File: src/rtl/pll_ctrl_pkg.sv
// Shared definitions for the PLL reset controller: state encodings and
// default timing constants for a 50 MHz reference clock.
package pll_ctrl_pkg;

    typedef enum logic [2:0] {
        ST_RESET_HOLD = 3'd0,
        ST_WAIT_LOCK  = 3'd1,
        ST_STABLE     = 3'd2,
        ST_RUN        = 3'd3,
        ST_FAIL       = 3'd4
    } pll_state_t;

    localparam int unsigned REF_CLK_HZ       = 50_000_000;
    localparam int unsigned DEF_RST_HOLD     = 100;
    localparam int unsigned DEF_LOCK_TIMEOUT = REF_CLK_HZ / 100;
    localparam int unsigned DEF_LOCK_STABLE  = 1024;
    localparam int unsigned DEF_LOSS_FILTER  = 4;
    localparam int unsigned DEF_MAX_RETRY    = 3;

    function automatic int unsigned max3(input int unsigned a,
                                         input int unsigned b,
                                         input int unsigned c);
        int unsigned m;
        m = (a > b) ? a : b;
        return (m > c) ? m : c;
    endfunction

endpackage

File: src/rtl/sync_2ff.sv
// Generic single-bit two-flop synchronizer with a selectable reset value.
module sync_2ff #(
    parameter logic RESET_VAL = 1'b0
) (
    input  logic clk,
    input  logic rst,
    input  logic d,
    output logic q
);

    logic meta;

    always_ff @(posedge clk) begin
        if (rst) begin
            meta <= RESET_VAL;
            q    <= RESET_VAL;
        end else begin
            meta <= d;
            q    <= meta;
        end
    end

endmodule

File: src/rtl/pll_rst_ctrl.sv
// PLL bring-up sequencer: pulses the PLL reset, waits for a qualified lock
// with timeout and bounded retries, and holds downstream logic in reset.
module pll_rst_ctrl
    import pll_ctrl_pkg::*;
#(
    parameter int unsigned RST_HOLD     = DEF_RST_HOLD,
    parameter int unsigned LOCK_TIMEOUT = DEF_LOCK_TIMEOUT,
    parameter int unsigned LOCK_STABLE  = DEF_LOCK_STABLE,
    parameter int unsigned LOSS_FILTER  = DEF_LOSS_FILTER,
    parameter int unsigned MAX_RETRY    = DEF_MAX_RETRY
) (
    input  logic       clk,
    input  logic       rst,
    input  logic       pll_lock_i,
    input  logic       restart_i,
    output logic       pll_rst_o,
    output logic       sys_rst_o,
    output logic       pll_ready_o,
    output logic       fail_o,
    output logic [1:0] retry_cnt_o,
    output logic [7:0] loss_cnt_o,
    output logic [2:0] state_o
);

    localparam int unsigned CNT_MAX = max3(RST_HOLD, LOCK_TIMEOUT, LOCK_STABLE);
    localparam int CNT_W  = (CNT_MAX > 1) ? $clog2(CNT_MAX) : 1;
    localparam int FILT_W = (LOSS_FILTER > 1) ? $clog2(LOSS_FILTER) : 1;

    localparam logic [CNT_W-1:0]  HOLD_LAST    = CNT_W'(RST_HOLD - 1);
    localparam logic [CNT_W-1:0]  TIMEOUT_LAST = CNT_W'(LOCK_TIMEOUT - 1);
    localparam logic [CNT_W-1:0]  STABLE_LAST  = CNT_W'(LOCK_STABLE - 1);
    localparam logic [FILT_W-1:0] FILT_LAST    = FILT_W'(LOSS_FILTER - 1);
    localparam logic [1:0]        RETRY_LIMIT  = 2'(MAX_RETRY);

    pll_state_t        state, state_next;
    logic [CNT_W-1:0]  cnt, cnt_next;
    logic [FILT_W-1:0] filt, filt_next;
    logic [1:0]        retry, retry_next;
    logic [7:0]        loss, loss_next;
    logic              lock_s;

    sync_2ff #(
        .RESET_VAL (1'b0)
    ) u_lock_sync (
        .clk (clk),
        .rst (rst),
        .d   (pll_lock_i),
        .q   (lock_s)
    );

    always_comb begin
        state_next = state;
        cnt_next   = cnt;
        filt_next  = filt;
        retry_next = retry;
        loss_next  = loss;

        if (restart_i) begin
            state_next = ST_RESET_HOLD;
            cnt_next   = '0;
            filt_next  = '0;
            retry_next = '0;
        end else begin
            unique case (state)
                ST_RESET_HOLD: begin
                    if (cnt == HOLD_LAST) begin
                        state_next = ST_WAIT_LOCK;
                        cnt_next   = '0;
                    end else begin
                        cnt_next = cnt + 1'b1;
                    end
                end
                // Lock wins over a timeout landing on the same cycle.
                ST_WAIT_LOCK: begin
                    if (lock_s) begin
                        state_next = ST_STABLE;
                        cnt_next   = '0;
                    end else if (cnt == TIMEOUT_LAST) begin
                        retry_next = retry + 2'd1;
                        cnt_next   = '0;
                        state_next = (retry + 2'd1 == RETRY_LIMIT) ? ST_FAIL : ST_RESET_HOLD;
                    end else begin
                        cnt_next = cnt + 1'b1;
                    end
                end
                ST_STABLE: begin
                    if (!lock_s) begin
                        state_next = ST_WAIT_LOCK;
                        cnt_next   = '0;
                    end else if (cnt == STABLE_LAST) begin
                        state_next = ST_RUN;
                        cnt_next   = '0;
                        filt_next  = '0;
                        retry_next = '0;
                    end else begin
                        cnt_next = cnt + 1'b1;
                    end
                end
                ST_RUN: begin
                    if (lock_s) begin
                        filt_next = '0;
                    end else if (filt == FILT_LAST) begin
                        state_next = ST_RESET_HOLD;
                        cnt_next   = '0;
                        filt_next  = '0;
                        loss_next  = (loss == 8'hFF) ? loss : loss + 8'd1;
                    end else begin
                        filt_next = filt + 1'b1;
                    end
                end
                ST_FAIL: begin
                    state_next = ST_FAIL;
                end
                default: begin
                    state_next = ST_RESET_HOLD;
                    cnt_next   = '0;
                end
            endcase
        end
    end

    // Outputs are decoded from the next state so they change on the same edge.
    always_ff @(posedge clk) begin
        if (rst) begin
            state       <= ST_RESET_HOLD;
            cnt         <= '0;
            filt        <= '0;
            retry       <= '0;
            loss        <= '0;
            pll_rst_o   <= 1'b1;
            sys_rst_o   <= 1'b1;
            pll_ready_o <= 1'b0;
            fail_o      <= 1'b0;
        end else begin
            state       <= state_next;
            cnt         <= cnt_next;
            filt        <= filt_next;
            retry       <= retry_next;
            loss        <= loss_next;
            pll_rst_o   <= (state_next == ST_RESET_HOLD) || (state_next == ST_FAIL);
            sys_rst_o   <= (state_next != ST_RUN);
            pll_ready_o <= (state_next == ST_RUN);
            fail_o      <= (state_next == ST_FAIL);
        end
    end

    assign retry_cnt_o = retry;
    assign loss_cnt_o  = loss;
    assign state_o     = state;

endmodule

File: config.mk
export PLATFORM = sky130hd
export DESIGN_NAME = pll_rst_ctrl
export DESIGN_NICKNAME = d
export VERILOG_FILES = /design/src/rtl/pll_ctrl_pkg.sv /design/src/rtl/sync_2ff.sv /design/src/rtl/pll_rst_ctrl.sv
export SDC_FILE = /design/constraint.sdc
export NUM_CORES = 1
export LEC_CHECK = 0
export BUFFER_PORTS_ARGS = -buffer_cell sky130_fd_sc_hd__buf_2
export CAP_MARGIN = 20
export CORE_AREA = 2 2 62 69
export DETAILED_ROUTE_END_ITERATION = 8
export DIE_AREA = 0 0 64 71
export HOLD_SLACK_MARGIN = 0.05
export PLACE_DENSITY = 0.8
export SLEW_MARGIN = 5
export SYNTH_ARGS = -nofsm -noshare
export SYNTH_HDL_FRONTEND = slang
export SYNTH_HIERARCHICAL = 1
export SYNTH_SLANG_ARGS = --single-unit
File: constraint.sdc
create_clock -name clk -period 3.3 [get_ports clk]
set_clock_uncertainty 0.2 [all_clocks]
set_input_delay 0.66 -clock clk [delete_from_list [all_inputs] [get_ports clk]]
set_output_delay 0.66 -clock clk [all_outputs]
set_load 0.03 [all_outputs]
Yosys cells after proc, flatten, opt, wreduce, memory -nomap -nowiden
Index checks and enable logic that the tools add are counted.

storage, ports and cells
  register bits after elaboration = 40
  bits of input ports = 4
  output and inout bits = 17

cells by class
  add/sub/neg operators = 4
  equality and inequality tests = 19
  multiplexer cells = 26
  bitwise logic cells = 4
  reductions and logical operators = 10

operators by type and width
  cell                     number
  $mux W19                 7
  $pmux W19 S5             1
  $mux W3                  9
  $add A19 B1 Y19 const B  1
  $eq A19 B10 Y1 const B   1
  $eq A19 B19 Y1 const B   1
  $eq A19 B7 Y1 const B    1
  $pmux W3 S5              1
  $mux W2                  6
  $ne A2 B2 Y1 const B     5
  $reduce_and A5 Y1        2
  $eq A3 B2 Y1 const B     3
  $add A8 B1 Y8 const B    1
  $eq A8 B8 Y1 const B     1
  $pmux W2 S2              2
  $eq A3 B3 Y1 const B     2
  $logic_not A3 Y1         2
  $reduce_and A3 Y1        2
  $add A2 B1 Y2 const B    2
  $eq A2 B2 Y1 const B     2
  $not A1 Y1               4
  $reduce_bool A2 Y1       2
  $eq A3 B1 Y1 const B     1
  $ne A3 B2 Y1 const B     1
  other kinds (3)          3

Logic depth before layout (Yosys ltp)
  depth after elaboration = 9
  depth in mapped cells = 7
  depth with buffers taken out = 6

Modules after synthesis
Netlist, hierarchy kept.

by module, submodules not included
  module        instances  cells an instance  area each (um2)
  pll_rst_ctrl  1          228                1,985.7
  sync_2ff      1          4                  52.6

Worst setup path before layout
OpenSTA, ideal clock, no wires.

  kind = reg-to-reg
  start point = reg cnt[10]
  end point = reg cnt[4]
  arrival = 2.048 ns
  required time = 2.985 ns
  setup slack = 0.937 ns
  stages on the path, launching flop included = 7
  path buffers = 1
  period minus slack after synthesis = 2.363 ns
  cells stage by stage = dfxtp_1 > or4_4 > nor4_4 > a21oi_2 > o41ai_4 > buf_6 > nor2_1

between the ends
  longest elaborated chain between the ends = 4
  elaborated cells between the ends (all ways) = 9
  those cells by class = eq/ne (3); mux (6)

ends and longest elaborated chain
  element                                                  RTL line                                text
  from (decl)                                              pll_rst_ctrl.sv:36                      logic [CNT_W-1:0] cnt, cnt_next;
  from (signal assigned)                                   pll_rst_ctrl.sv:136                     cnt <= cnt_next;
  $eq A19 B10 Y1 / $eq A19 B19 Y1 (equally long branches)  pll_rst_ctrl.sv:90, pll_rst_ctrl.sv:78
  $mux W19 (on tied branches)                              pll_rst_ctrl.sv:90, pll_rst_ctrl.sv:78
  $mux W19 (on tied branches)                              pll_rst_ctrl.sv:87, pll_rst_ctrl.sv:75
  $pmux W19 S5 (*)                                         pll_rst_ctrl.sv:64                      unique case (state)

Every way passes the cells marked *; elsewhere a longest branch is shown, timed or not.
A chain may end at the register's enable or synchronous reset.

Worst setup path after layout
  start point = reg cnt[4]
  end point = reg cnt[7]

between the ends
  longest elaborated chain between the ends = 4
  elaborated cells between the ends (all ways) = 10
  those cells by class = add/sub (1); eq/ne (3); mux (6)

ends and longest elaborated chain
  element                                  RTL line
  $add A19 B1 Y19 (tied with other cells)  pll_rst_ctrl.sv:70, pll_rst_ctrl.sv:83, pll_rst_ctrl.sv:96
  $mux W19 (on tied branches)              pll_rst_ctrl.sv:90, pll_rst_ctrl.sv:78
  $mux W19 (on tied branches)              pll_rst_ctrl.sv:87, pll_rst_ctrl.sv:75
  $pmux W19 S5 (*)                         pll_rst_ctrl.sv:64

Marks and branches as above.

==> run summary <==
outcome: completed
Distinct cells, synth: 47
Ports: 21
clock period minus worst slack: 2410 ps
Post-synth EDFFs: 0
Sink Count: 40
pre-CTS setup slack: 912 ps
total power: 837 uW
CP Class: flop to flop
vias in the first global route: 1,683
CTS max path bufs: 2
Syn Inst Count: 232
H-tree Lvls: 2
syn avg cell area: 8.79 um^2
antenna violations before repair: 0
post-synthesis sequential area ratio: 0.393
Yosys top cell area share: 0.393
r2r endpoint: cnt[7]
Setup-failing EPs final: 0
global-route wire length before repair: 7570 um
Mapped Area: 2040 um^2
Reg-to-Reg Start: cnt[4]
Register-to-Register Path Depth: 6
Synth area leaders: dfxtp_1, xor2_1, nor2_1, nand4_1, nand2_1
setup bufs post-CTS: 0
WP data required: 3240 ps
ys flop type: dfxtp_1
initial core utilization: 0.526
mux cell area share after synthesis: 0.00982
PortBufs: 20
RSZ-0062 raised after global routing: false
Hold WC Path Type: flop to flop
total negative slack: 0 ps
clk_lat worst skew: 290 ps
drt first pass iters: 4
Remaining DRCs: 0
post-synthesis compound-gate area fraction: 0.129
Die Wd: 64 um
Final nets: 261
Final GP Congestion: 0.908
grt total ovfl: 0
Fmax: 415 MHz
Slew @ Worst Pin: 736 ps
crit path DAT: 2350 ps
cell taking the most area after synthesis: dfxtp_1
adder-cell area share of the yosys netlist: 0.0246
WL per Instance: 14.2 um
CTS tree: built
leak pwr: 0.814 nW
simple-gate area share of the yosys netlist: 0.325
Max Cap Viol: 0
flops & latches, synth: 40
Core ar.: 3870 um^2
ANT cells: 0
slowest CP cell: dfxtp_1
Max FO, Critical Path: 18
cts hold-fix bufs: 0
vias per cell: 5.71
CTS root buffer: clkbuf_8
initial DRC count: 118
VDD IR max: 162 uV
Die Ht: 71 um
Clock transition at path regs: 80 ps
Warnings, synthesis: 6
Crit. End Element: flop
via count: 1,746
final setup margin: 889 ps
syn_nets: 240
post-synthesis async set-or-reset flop share: 0
Hold Path Cell Cnt: 1
Synth Area in XOR/XNOR: 0.0859
PostCTS Resize Cnt: 0
PwrDens: 371 nW/um^2
largest net degree at the start of global routing: 19
Syn-to-layout area delta: 10.6%
layout cells sized above 1: 0.181
final hold vios: 0
period utilization: 0.731
largest family of logic cells by synthesized area: simple AND/OR/NAND/NOR gates
global router's overall resource usage: 0.211
Antenna Nets Post-Route: 0
kind of start point of the critical path: flop
CP Cell Sequence: nand4_1 -> nor4_4 -> a21oi_2 -> o41ai_4 -> buf_4 -> a211oi_1
register-to-register setup slack: 890 ps
CP endpoint: cnt[7]
Final HPWL DP: 3120 um
Sequential Area: 801 um^2
Slew headroom: 0.506
WL final: 4340 um
die area: 4540 um^2
cts bufs inserted: 5
Fill cells: 352
area of the multi-input gates: 1170 um^2
# rows: 24
crit path launch: cnt[4]
final count of pins violating max slew: 0
Crit path largest cell delay: 570 ps
-- logic make-up after synthesis --
kind of cell             after synthesis
AO/OA/AOI/OAI                         36
multiplexers                           2
adder cells (fa/ha/maj)                4
flip-flops                            40
XOR/XNOR                              20
AND/OR/NAND/NOR                      119
buffers and inverters                 11
-- Yosys cell counts, types with 3 or more instances --
cell      number
dfxtp_1       40
nor2_1        31
nand2_1       18
xor2_1        16
nand3_1       12
nand4_1       11
o21ai_0        9
a21oi_1        8
a31oi_1        5
nor2b_1        5
nor3_1         5
or3_1          5
and2_1         4
clkbuf_1       4
ha_1           4
xnor2_1        4
a211oi_1       3
and3_2         3
and4_1         3
inv_1          3
nand2b_1       3
-- worst min-delay path by stage --
| stage | slack, ps | start | endpoint |
|---|---|---|---|
| finish | 260 | u_lock_sync/meta | u_lock_sync/q |
| global route | 270 | u_lock_sync/meta | u_lock_sync/q |
| CTS | 260 | u_lock_sync/meta | u_lock_sync/q |
| detailed placement | 250 | u_lock_sync/meta | u_lock_sync/q |
| global placement | 220 | u_lock_sync/meta | u_lock_sync/q |
| floorplan | 210 | u_lock_sync/meta | u_lock_sync/q |
-- cells in the final DEF (no fill, tap or decap), types with 6 or more instances in the layout --
| cell | n |
|---|---|
| dfxtp_1 | 40 |
| nor2_1 | 31 |
| buf_2 | 20 |
| nand2_1 | 18 |
| xor2_1 | 16 |
| nand3_1 | 12 |
| nand4_1 | 11 |
| o21ai_0 | 9 |
| a21oi_1 | 8 |
| clkbuf_8 | 6 |
-- worst max-delay path: cells and delay by family (launching register included) --
| kind | cells | cell delay, ps |
|---|---|---|
| AND/OR/NAND/NOR | 2 | 690 |
| flip-flops | 1 | 570 |
| AO/OA/AOI/OAI | 3 | 520 |
| buffers and inverters | 1 | 270 |
-- final cells by class --
cell class                 count  share of cell area
clock buffer                   6              0.0366
clock inverter                 2             0.00444
sequential                    40               0.355
tap                           52              0.0289
multi-input combinational    181               0.519
timing repair buffer          22              0.0511
inverter                       3             0.00499
-- registers in the layout, indices dropped and copies added (netlist names) --
register	flops
cnt	19
fail_o	1
filt	2
loss_cnt_o	8
pll_ready_o	1
pll_rst_o	1
retry_cnt_o	2
state_o	3
sys_rst_o	1
u_lock_sync/meta	1
u_lock_sync/q	1
-- metal layers --
| metal | wire length (um) | up-vias | global-route usage |
|---|---|---|---|
| met1 | 2050 | 830 | 0.264 |
| met2 | 2080 | 28 | 0.343 |
| met5 | 0 | - | 0 |
| li1 | - | 880 | - |
| met4 | 80 | 0 | 0.0894 |
| met3 | 135 | 8 | 0.0525 |
-- power by group --
| group | switching (mW) | internal (mW) |
|---|---|---|
| logic | 0.0110 | 0.00696 |
| clock network | 0.165 | 0.167 |
| registers | 0.00225 | 0.485 |
-- per-stage QoR --
stage          hold WS, ps  instance area (um^2)  utilization  instances
6_report               259                  2250        0.582        306
2_1_floorplan          214                  2040            -        232
3_5_place_dp           245                  2160        0.558        298
4_1_cts                262                  2250        0.582        306
3_3_place_gp           218                  2160        0.558        298
5_1_grt                270                  2250        0.582        306
No activity file was read; power rests on OpenSTA's default activity.
